File: src/rtl/muldiv_issue_ctrl.sv
// muldiv_issue_ctrl: EX-stage requester for the iterative multiply/divide unit.
// Accepts one decoded M-op at a time, presents it to the unit for exactly one
// cycle, waits for the unit's stall to drop, and holds the result for
// writeback on a valid/ready handshake. Flushes never abort the unit; an
// in-flight op is drained instead.
//
// Ports:
//   clk, rst_n                 clock, async active-low reset
//   req_*                      decoded M-op request (valid/ready)
//   flush_i                    kill in-flight op
//   mul_op_o, op_a_o, op_b_o   op/operands to the unit
//   stall_mul_i, result_i      unit busy flag and result (valid when stall drops)
//   wb_*                       writeback result (valid/ready), err on watchdog timeout
//   busy_o                     controller not idle
//
// State | Meaning
// IDLE  | ready for a new request
// ISSUE | op driven to the unit for one cycle
// WAIT  | unit computing, watchdog running
// DRAIN | flushed while unit busy, wait for unit to finish and discard
// RESP  | result offered to writeback

package riscv_pkg;
  typedef enum logic [3:0] {
    M_NONE   = 4'd0,
    M_MUL    = 4'd1,
    M_MULH   = 4'd2,
    M_MULHSU = 4'd3,
    M_MULHU  = 4'd4,
    M_DIV    = 4'd5,
    M_DIVU   = 4'd6,
    M_REM    = 4'd7,
    M_REMU   = 4'd8
  } mul_op_t;
endpackage

module muldiv_issue_ctrl
  import riscv_pkg::*;
#(
  parameter int TIMEOUT_CYCLES = 40,
  parameter int TAG_W          = 4
) (
  input  logic             clk,
  input  logic             rst_n,
  input  logic             req_valid_i,
  output logic             req_ready_o,
  input  mul_op_t          req_op_i,
  input  logic [63:0]      req_a_i,
  input  logic [63:0]      req_b_i,
  input  logic [4:0]       req_rd_i,
  input  logic [TAG_W-1:0] req_tag_i,
  input  logic             flush_i,
  output mul_op_t          mul_op_o,
  output logic [63:0]      op_a_o,
  output logic [63:0]      op_b_o,
  input  logic             stall_mul_i,
  input  logic [63:0]      result_i,
  output logic             wb_valid_o,
  input  logic             wb_ready_i,
  output logic [4:0]       wb_rd_o,
  output logic [TAG_W-1:0] wb_tag_o,
  output logic [63:0]      wb_data_o,
  output logic             wb_err_o,
  output logic             busy_o
);

  localparam int WD_W = $clog2(TIMEOUT_CYCLES + 1);
  localparam logic [WD_W-1:0] WD_LAST = WD_W'(TIMEOUT_CYCLES - 1);

  typedef enum logic [2:0] {
    S_IDLE  = 3'd0,
    S_ISSUE = 3'd1,
    S_WAIT  = 3'd2,
    S_DRAIN = 3'd3,
    S_RESP  = 3'd4
  } state_t;

  state_t           state_q, state_d;
  mul_op_t          op_q, op_d;
  mul_op_t          mul_op_q, mul_op_d;
  logic [63:0]      a_q, a_d, b_q, b_d, data_q, data_d;
  logic [4:0]       rd_q, rd_d;
  logic [TAG_W-1:0] tag_q, tag_d;
  logic             err_q, err_d;
  logic [WD_W-1:0]  wdog_q, wdog_d;
  logic             ready_q, ready_d, busy_q, busy_d, valid_q, valid_d;

  always_comb begin
    state_d = state_q;
    op_d    = op_q;
    a_d     = a_q;
    b_d     = b_q;
    rd_d    = rd_q;
    tag_d   = tag_q;
    data_d  = data_q;
    err_d   = err_q;
    wdog_d  = '0;

    case (state_q)
      S_IDLE: begin
        if (req_valid_i && !flush_i) begin
          op_d    = req_op_i;
          a_d     = req_a_i;
          b_d     = req_b_i;
          rd_d    = req_rd_i;
          tag_d   = req_tag_i;
          data_d  = '0;
          err_d   = 1'b0;
          state_d = (req_op_i == M_NONE) ? S_RESP : S_ISSUE;
        end
      end
      S_ISSUE: state_d = flush_i ? S_DRAIN : S_WAIT;
      S_WAIT: begin
        if (!stall_mul_i) begin
          data_d  = result_i;
          err_d   = 1'b0;
          state_d = flush_i ? S_IDLE : S_RESP;
        end else if (wdog_q == WD_LAST) begin
          // A flush at the timeout cycle has nothing left to drain for.
          data_d  = '0;
          err_d   = 1'b1;
          state_d = flush_i ? S_IDLE : S_RESP;
        end else begin
          // Watchdog keeps counting into DRAIN: the bound is on total time
          // spent waiting for the unit, not per state.
          wdog_d  = wdog_q + 1'b1;
          state_d = flush_i ? S_DRAIN : S_WAIT;
        end
      end
      S_DRAIN: begin
        if (!stall_mul_i || wdog_q == WD_LAST) begin
          state_d = S_IDLE;
        end else begin
          wdog_d = wdog_q + 1'b1;
        end
      end
      S_RESP: begin
        if (flush_i || wb_ready_i) state_d = S_IDLE;
      end
      default: state_d = S_IDLE;
    endcase

    // Outputs are registered from the next state so they align with it.
    mul_op_d = (state_d == S_ISSUE) ? op_d : M_NONE;
    ready_d  = (state_d == S_IDLE);
    busy_d   = (state_d != S_IDLE);
    valid_d  = (state_d == S_RESP);
  end

  always_ff @(posedge clk or negedge rst_n) begin
    if (!rst_n) begin
      state_q  <= S_IDLE;
      op_q     <= M_NONE;
      mul_op_q <= M_NONE;
      a_q      <= '0;
      b_q      <= '0;
      rd_q     <= '0;
      tag_q    <= '0;
      data_q   <= '0;
      err_q    <= 1'b0;
      wdog_q   <= '0;
      ready_q  <= 1'b1;
      busy_q   <= 1'b0;
      valid_q  <= 1'b0;
    end else begin
      state_q  <= state_d;
      op_q     <= op_d;
      mul_op_q <= mul_op_d;
      a_q      <= a_d;
      b_q      <= b_d;
      rd_q     <= rd_d;
      tag_q    <= tag_d;
      data_q   <= data_d;
      err_q    <= err_d;
      wdog_q   <= wdog_d;
      ready_q  <= ready_d;
      busy_q   <= busy_d;
      valid_q  <= valid_d;
    end
  end

  assign req_ready_o = ready_q;
  assign mul_op_o    = mul_op_q;
  assign op_a_o      = a_q;
  assign op_b_o      = b_q;
  assign wb_valid_o  = valid_q;
  assign wb_rd_o     = rd_q;
  assign wb_tag_o    = tag_q;
  assign wb_data_o   = data_q;
  assign wb_err_o    = err_q;
  assign busy_o      = busy_q;

endmodule

File: config.mk
export PLATFORM = sky130hd
export DESIGN_NAME = muldiv_issue_ctrl
export DESIGN_NICKNAME = d
export VERILOG_FILES = /design/src/rtl/muldiv_issue_ctrl.sv
export SDC_FILE = /design/constraint.sdc
export NUM_CORES = 1
export LEC_CHECK = 0
export ABC_AREA = 1
export CAP_MARGIN = 20
export CORE_AREA = 4 4 163 165
export DETAILED_ROUTE_END_ITERATION = 10
export DIE_AREA = 0 0 167 169
export PLACE_DENSITY = 0.67
export SETUP_SLACK_MARGIN = 0.02
export SLEW_MARGIN = 30
export SYNTH_ARGS = -nofsm -noshare
export SYNTH_HDL_FRONTEND = slang
export SYNTH_SLANG_ARGS = --single-unit
export TNS_END_PERCENT = 10
File: constraint.sdc
create_clock -name clk -period 1.63 [get_ports clk]
set_input_delay 0.326 -clock clk [delete_from_list [all_inputs] [get_ports clk]]
set_output_delay 0.326 -clock clk [all_outputs]
set_load 0.05 [all_outputs]
==> results of run 1 <==
## stage by stage
step | hold slack (ps) | power, uW | instance area [sq um] | setup slack [ps]
global route | 331 | 34600 | 13800 | 23.1
floorplan | 30.4 | 20900 | 8510 | 199
detailed placement | 267 | 27400 | 12800 | -221
CTS | 310 | 33100 | 13700 | 43.2
global placement | 264 | 27200 | 12800 | -199
finish | 328 | 32900 | 13800 | 118
## logic make-up (layout without fill, tap and decap cells)
kind of cell / count (synthesis) / count (layout) / share of synthesized area [%]
fa+ha+maj: 1 / 1 / 0.147
compound gates: 7 / 7 / 0.441
simple gates: 654 / 654 / 30.3
xor+xnor: 2 / 2 / 0.206
flops: 218 / 218 / 64.1
buf+inv: 69 / 534 / 4.81
## path summary, 6_finish.rpt
| kind | from | to | slack (ps) |
|---|---|---|---|
| setup / recovery | state_q[2] | wb_data_o[30] | 120 |
| max in group asynchronous | rst_n | req_ready_o | 710 |
| hold / removal | rst_n | wb_data_o[22] | 330 |
| hold reg to reg | wdog_q[0] | wdog_q[0] | 470 |
| setup reg to reg | state_q[2] | wb_data_o[30] | 120 |
| min in group clk | req_b_i[53] | op_b_o[53] | 350 |
## repair_timing
item                                    4_1_cts  5_1_grt
hold buffers                                  1        0
endpoints found under the hold margin        36        0
buffers inserted                              0        3
gates resized for setup                       0       10
endpoints found under the setup margin        0      157
## sequential cells by signal, summed over array words and instances, names as in the netlist
name         cells
op_b_o          64
wb_rd_o          5
busy_o           1
wb_err_o         1
op_a_o          64
wb_valid_o       1
wdog_q           6
state_q          3
wb_tag_o         4
wb_data_o       64
mul_op_o         4
req_ready_o      1
## cell usage in the layout, fill, tap and decap left out
cell type        count
a21oi_1              1
buf_12              16
buf_16               2
buf_4              239
buf_6                1
buf_8                1
bufinv_16            1
clkbuf_1             5
clkbuf_16           28
clkbuf_8             8
clkdlybuf4s50_1    209
clkinv_2             5
clkinv_4             1
dfrtp_1            217
dfstp_2              1
dlygate4sd3_1        1
ha_2                 1
inv_1               13
inv_2                3
inv_6                1
nand2_1            553
nand2_2              1
nand3_1             71
nand3_2              1
nand4_1              4
nor2_1              18
nor2_2               2
nor2_4               2
nor3_1               1
nor3b_1              1
o21ai_0              3
o21ai_2              1
o21ai_4              1
o31ai_1              1
xnor2_1              1
xor2_1               1
## area by class of cell
cell class              instances  area [sq um]  area share (%)
inverters                      17          68.8           0.499
multi-input cells             664          2670            19.4
repair buffers                472          4370            31.7
clock inverters                 7          63.8           0.462
flip-flops and latches        218          5460            39.5
clock buffers                  38           754            5.47
well taps                     330           413            2.99
## power groups by stage
stage / registers, uW / clock network (uW) / logic (uW)
6_report: 9320 / 5500 / 18000
5_1_grt: 9640 / 5900 / 19000
4_1_cts: 9340 / 5680 / 18000
3_5_place_dp: 9340 / 0 / 18100
3_3_place_gp: 9310 / 0 / 17900
2_1_floorplan: 17700 / 0 / 3270
## metal layers
| layer | vias to the layer above | part of all wire (%) | GRT usage (%) |
|---|---|---|---|
| met4 | 0 | 3.2 | 6.33 |
| met1 | 3661 | 41 | 23.6 |
| met5 | - | 0 | 0 |
| met2 | 317 | 47 | 31.8 |
| met3 | 57 | 8.8 | 5.82 |
| li1 | 3821 | - | - |
## critical path, stage by stage, from the launching register on
cell and delay [ps]:
dfrtp_1 430, inv_2 80, nand2_1 110, nor2_4 60, buf_12 130, o21ai_4 180, buf_12 250, nand2_1 80
nand2_1 90
==> results.yml, run 1 <==
timing:
  tightest_slew_ps: 401
  period_needed_ps: 1510
  fin_worst_skew_ps: 9.33
  fin_crit_sh_pct: 92.8
  max_freq_mhz: 661
  slew_viol_final: 0
  final-hold-violation-count: 0
  slew_headroom_pct: 73.3
  rsz0062_at_grt: "false"
  tns_ps: 0
  setup_viol: 0
layout:
  drive_above_1_share_pct: 22.3
  final_nets: 1610
  final_cells: 1746
  post-route-util_pct: 55.1
  antenna_cells: 0
  syn2layout_area_growth_pct: 62.2
  nFillCells: 2301
die:
  start_util_pct: 34.0
  fp.coreArea_sq_um: 25000
  floorplan.rows: 58
  fp.dieW_um: 167
  die_h_um: 169
  die_area_sq_um: 28200
  io_pins: 420
hold_path:
  hp-class: "in -> async"
global_route:
  gr-usage-all-layers_pct: 19.0
  grt_pass1_wl_um: 43700
  grt_antenna_before_repair: 0
  grt_pass1_vias: 7966
  grt_max_degree: 58
  grt-ovfl-total: 0
drt:
  totalWireLength_um: 28300
  route.detailed.drc: 0
  drt_iter0_drc: 445
  drt-pass1-iter-count: 4
  antenna_left: 0
  viasPerCell: 4.50
  wl_per_cell_um: 16.2
  via_count: 7856
logic_synthesis:
  yosys_warnings: 0
  synth_top_cell_area_share_pct: 63.8
  ys_seq_elements: 218
  mappedNetlistArea_sq_um: 8510
  async_flop_share_pct: 100
  synth_cells: 951
  ys.flop_type: "dfrtp_1"
  yosysMostFrequentCell: "nand2_1"
  yosysTopAreaCell: "dfrtp_1"
  syn_avg_cell_area_sq_um: 8.95
  synthesis.nets: 1163
  seq_area_frac_synth_pct: 64.1
  synth_common_cells: "nand2_1 (554), dfrtp_1 (217), nand3_1 (71)"
  ys_top_cells_by_area: "dfrtp_1 (64%), nand2_1 (24%), nand3_1 (4.2%)"
  ys_types: 24
  synth_edf_count: 0
cts:
  h-tree-depth: 1
  clk_pin_slew_ps: 60
  worstSkewPairLatency_ps: 510
  cts_buffers: 25
  root_buffer: "clkbuf_16"
  cts_tree: "yes"
  cts.sinks: 218
  cts_buffer_depth: 3
flow_run:
  drv_cap: 0
critical_path:
  worstSetupEndpointType: "flip-flop"
  crit_type: "reg -> reg"
  critPathRequiredTime_ps: 2070
  crit_arrival_ps: 1950
  r2r_cells: 8
  critPathLaunchType: "flip-flop"
  crit_path_max_fanout: 49
outcome:
  status: "completed"
power:
  p_sw_share_pct: 49.8
  p_int_uw: 16500
  power_switching_uw: 16400
  power_density_nw_per_um2: 2380
  seqPwrFrac_pct: 28.4
  p_leak_uw: 0.00733
  p_clk_share_pct: 16.7
  peakVddDrop_mv: 1.78
  combPwrFrac_pct: 54.9
placement:
  place.gp.congestion: 0.837
  io_buffers: 419
  dp_hpwl_um: 20900
  place_inst: 1694
No activity file was read; power rests on OpenSTA's default activity.
==> inputs of run 2 (changes only) <==
Settings changed: PLACE_DENSITY 0.67 to 0.69.
==> results.yml, run 2 (synthesis results as in run 1) <==
die:
  floorplan.rows: 58
  die_area_sq_um: 28200
  fp.dieW_um: 167
  io_pins: 420
  fp.coreArea_sq_um: 25000
  start_util_pct: 34.0
  die_h_um: 169
global_route:
  grt_max_degree: 62
  grt_antenna_before_repair: 1
  gr-usage-all-layers_pct: 19.1
  grt_pass1_wl_um: 43800
  grt-ovfl-total: 0
  grt_pass1_vias: 7884
timing:
  rsz0062_at_grt: "false"
  tns_ps: 0
  slew_viol_final: 0
  setup_viol: 0
  fin_worst_skew_ps: 16.6
  max_freq_mhz: 646
  final-hold-violation-count: 0
  slew_headroom_pct: 73.2
  fin_ws_ps: 82.3
  period_needed_ps: 1550
  whs_ps: 315
  tightest_slew_ps: 403
  fin_crit_sh_pct: 95.0
drt:
  drt-pass1-iter-count: 4
  via_count: 7793
  viasPerCell: 4.48
  totalWireLength_um: 28700
  drt_iter0_drc: 395
  route.detailed.drc: 0
  wl_per_cell_um: 16.5
  antenna_left: 0
critical_path:
  path_common_cell: "nand2_1"
  critPathRequiredTime_ps: 2080
  crit_path_max_fanout: 11
  critPathLaunchType: "flip-flop"
  crit_arrival_ps: 1990
  r2r_slack_ps: 80
  critPathBufInv: 3
  critPathTopFamily: "flip-flops"
  cp_cell_sequence: "ha_1 > nand2_1 > inv_2 > nand3_4 > nand2_4 > o21ai_4 > buf_12 > buf_6 > nand2_1 > nand2_1"
  worstSetupEndpointType: "flip-flop"
  cpPeakStageDelay_ps: 390
  crit_type: "reg -> reg"
  critPathSlowestCell: "dfrtp_1"
power:
  power_density_nw_per_um2: 2420
  peakVddDrop_mv: 1.42
  p_leak_uw: 0.00736
  total_power_uw: 33800
outcome:
  status: "completed"
layout:
  post-route-util_pct: 55.7
  layout_common_cells: "nand2_1 (553), buf_4 (221), dfrtp_1 (217)"
  syn2layout_area_growth_pct: 63.8
  final_nets: 1606
  layout_commonest_cell: "nand2_1"
  antenna_cells: 0
  drive_above_1_share_pct: 22.1
cts:
  cts_buffer_depth: 3
  h-tree-depth: 1
  root_buffer: "clkbuf_16"
  clk_pin_slew_ps: 60
  cts_buffers: 25
  cts_tree: "yes"
  cts.sinks: 218
  worstSkewPairLatency_ps: 510
hold_path:
  hp-class: "in -> async"
flow_run:
  drv_cap: 0
placement:
  dp_hpwl_um: 21000
  io_buffers: 419
  pre_cts_ws_ps: -231
  place.gp.congestion: 0.835
run 2: cell count changes in the layout (fill, tap and decap cells not counted), sizes merged:
cell / change
buf: -3
clkinvlp: +2
clkbuf: -9
bufinv: +3
run 2: final timing paths:
check,startpoint,end,cells past startpoint
setup / recovery,wdog_q[0],wb_data_o[4],10
hold / removal,rst_n,wb_data_o[22],2
setup reg to reg,wdog_q[0],wb_data_o[4],10
hold reg to reg,wdog_q[0],wdog_q[0],1
max in group asynchronous,rst_n,req_ready_o,3
min in group clk,req_b_i[32],op_b_o[32],3
run 2: what timing repair did:
action	4_1_cts	5_1_grt
gates cloned	0	5
pin swaps	0	1
hold buffers	1	0
endpoints found under the setup margin	1	70
hold endpoints to repair	36	0
resized for setup	0	7
setup buffers	0	1
run 2: per-layer routing:
layer | wire length, um | global-route usage (%) | vias up
met5 | 0 | 0 | -
met3 | 2740 | 5.91 | 46
met2 | 14200 | 33.1 | 326
met1 | 11000 | 23.3 | 3619
li1 | - | - | 3802
met4 | 728 | 5.16 | 0
run 2: power by group:
| group | total, uW | internal, uW | switching, uW | leakage [uW] |
|---|---|---|---|---|
| sequential | 9370 | 7880 | 1490 | 0.00278 |
| combinational | 18600 | 5670 | 12900 | 0.00416 |
| clock | 5850 | 3640 | 2210 | 0.000425 |
run 2: stage by stage:
stage | cells | cell area [sq um]
2_1_floorplan | 951 | 8510
4_1_cts | 1733 | 13800
6_report | 1739 | 13900
3_3_place_gp | 1690 | 12900
5_1_grt | 1739 | 13900
3_5_place_dp | 1690 | 12900
run 2: layout make-up:
type | instances | area, sq um
repair buffers | 468 | 4460
flip-flops and latches | 218 | 5460
clock buffers | 30 | 694
well taps | 330 | 413
multi-input cells | 664 | 2680
inverters | 17 | 66.3
clock inverters | 12 | 169
fillers | 2232 | 11100
==> inputs of run 3 (changes only) <==
Settings changed: GPL_TIMING_DRIVEN set to 0.
==> results.yml, run 3 (synthesis results as in run 1) <==
outcome:
  status: "completed"
cts:
  clk_pin_slew_ps: 60
  cts_buffers: 26
  cts.sinks: 218
  root_buffer: "clkbuf_16"
  cts_buffer_depth: 3
  h-tree-depth: 1
  cts_tree: "yes"
  worstSkewPairLatency_ps: 510
hold_path:
  hp-class: "in -> reg"
timing:
  slew_headroom_pct: 63.2
  max_freq_mhz: 620
  setup_viol: 0
  final-hold-violation-count: 0
  slew_viol_final: 0
  period_needed_ps: 1610
  tightest_slew_ps: 552
  fin_crit_sh_pct: 99.0
  rsz0062_at_grt: "true"
  fin_worst_skew_ps: 9.09
  fin_ws_ps: 16.9
critical_path:
  crit_path_max_fanout: 10
  critPathLaunchType: "flip-flop"
  critPathRequiredTime_ps: 2020
  worstSetupEndpointType: "flip-flop"
  crit_arrival_ps: 2010
  crit_type: "reg -> reg"
power:
  seqPwrFrac_pct: 28.6
  combPwrFrac_pct: 53.4
  p_int_uw: 15500
  power_density_nw_per_um2: 2380
  p_clk_share_pct: 18.0
  power_switching_uw: 16500
  peakVddDrop_mv: 1.29
  total_power_uw: 32000
  p_sw_share_pct: 51.7
  p_leak_uw: 0.00715
drt:
  via_count: 7999
  drt_iter0_drc: 512
  viasPerCell: 4.56
  route.detailed.drc: 0
  antenna_left: 0
  wl_per_cell_um: 17.1
  route.layer.met1.wl_um: 10900
  totalWireLength_um: 30000
  drt-pass1-iter-count: 4
  highest-signal-layer: "met4"
  dr_wl_met2_um: 14800
  met3_wirelength_um: 3380
layout:
  final_nets: 1618
  fin_area_sq_um: 13400
  seq_area_sq_um: 5460
  layout_commonest_cell: "nand2_1"
  layout_common_cells: "nand2_1 (552), dfrtp_1 (217), clkdlybuf4s50_1 (209)"
  post-route-util_pct: 53.7
  syn2layout_area_growth_pct: 58.0
  nFillCells: 2393
  multiInputGateArea_sq_um: 2660
  drive_above_1_share_pct: 22.1
global_route:
  grt_max_degree: 81
  grt_pass1_wl_um: 46600
  grt-ovfl-total: 0
  gr-usage-all-layers_pct: 20.6
  grt_antenna_before_repair: 2
  grt_pass1_vias: 8300
die:
  die_h_um: 169
  fp.dieW_um: 167
  die_area_sq_um: 28200
  fp.coreArea_sq_um: 25000
  io_pins: 420
  start_util_pct: 34.0
  floorplan.rows: 58
placement:
  place.gp.congestion: 0.854
  placed_cell_area_sq_um: 13200
  io_buffers: 419
  dp_hpwl_um: 22500
  pre_cts_ws_ps: -496
flow_run:
  drv_cap: 0
-- run 3: changes by cell type in the layout (fill, tap and decap cells not counted), moves of 12 or more --
cell / delta
buf_2: +166
clkbuf_4: +12
buf_12: -29
buf_4: -213
clkdlybuf4s15_2: +47
-- run 3: layer usage --
metal  GRT usage (%)  vias to the layer above
li1                -                     3847
met1            23.1                     3726
met2            36.0                      363
met3            8.34                       63
met4            6.40                        0
met5               0                        -
-- run 3: final cells by class --
cell class                 instances  area share (%)
sequential                       218            40.6
timing repair buffer             427            26.6
multi-input combinational        664            19.8
clock buffer                      36            5.80
tap                              330            3.07
buffer                            52            2.95
clock inverter                    10           0.642
inverter                          17           0.475
antenna                            2          0.0372
-- run 3: power groups by stage --
| stage | sequential (uW) | combinational, uW | clock [uW] |
|---|---|---|---|
| 6_report | 9160 | 17100 | 5770 |
| 5_1_grt | 9480 | 18100 | 6210 |
| 4_1_cts | 9220 | 17800 | 5970 |
| 3_5_place_dp | 9280 | 18900 | 0 |
| 3_3_place_gp | 9220 | 18800 | 0 |
| 2_1_floorplan | 17700 | 3270 | 0 |
-- run 3: path summary, 6_finish.rpt --
check / from / end / slack [ps] / depth (start not counted)
min in group asynchronous: rst_n / wb_data_o[19] / 370 / 2
hold reg to reg: wb_data_o[59] / wb_data_o[59] / 460 / 2
setup reg to reg: state_q[0] / wb_data_o[18] / 20 / 9
setup / recovery: state_q[0] / wb_data_o[18] / 20 / 9
hold / removal: req_a_i[42] / op_a_o[42] / 340 / 3
max in group asynchronous: rst_n / req_ready_o / 460 / 3
-- run 3: worst max-delay path, stage by stage (launching register included) --
cell	delay, ps
dfrtp_1	430
nor2_2	160
nand2_2	90
nor2_4	180
buf_4	140
o21ai_2	70
buf_6	150
buf_6	140
nand2_1	60
nand2_1	60
-- run 3: repair_timing --
action,CTS,global route
hold endpoints to repair,65,0
gates resized for setup,766,206
setup endpoints to repair,237,292
cloned,0,1
hold buffers,1,0
pin swaps,0,2
setup buffers,0,4
-- run 3: stage by stage --
stage,setup TNS [ps],std cells,hold slack (ps)
2_1_floorplan,0,951,30.4
3_3_place_gp,-2089210,1700,448
3_5_place_dp,-64460,1702,327
4_1_cts,0,1749,309
5_1_grt,-1630,1756,324
6_report,0,1756,342
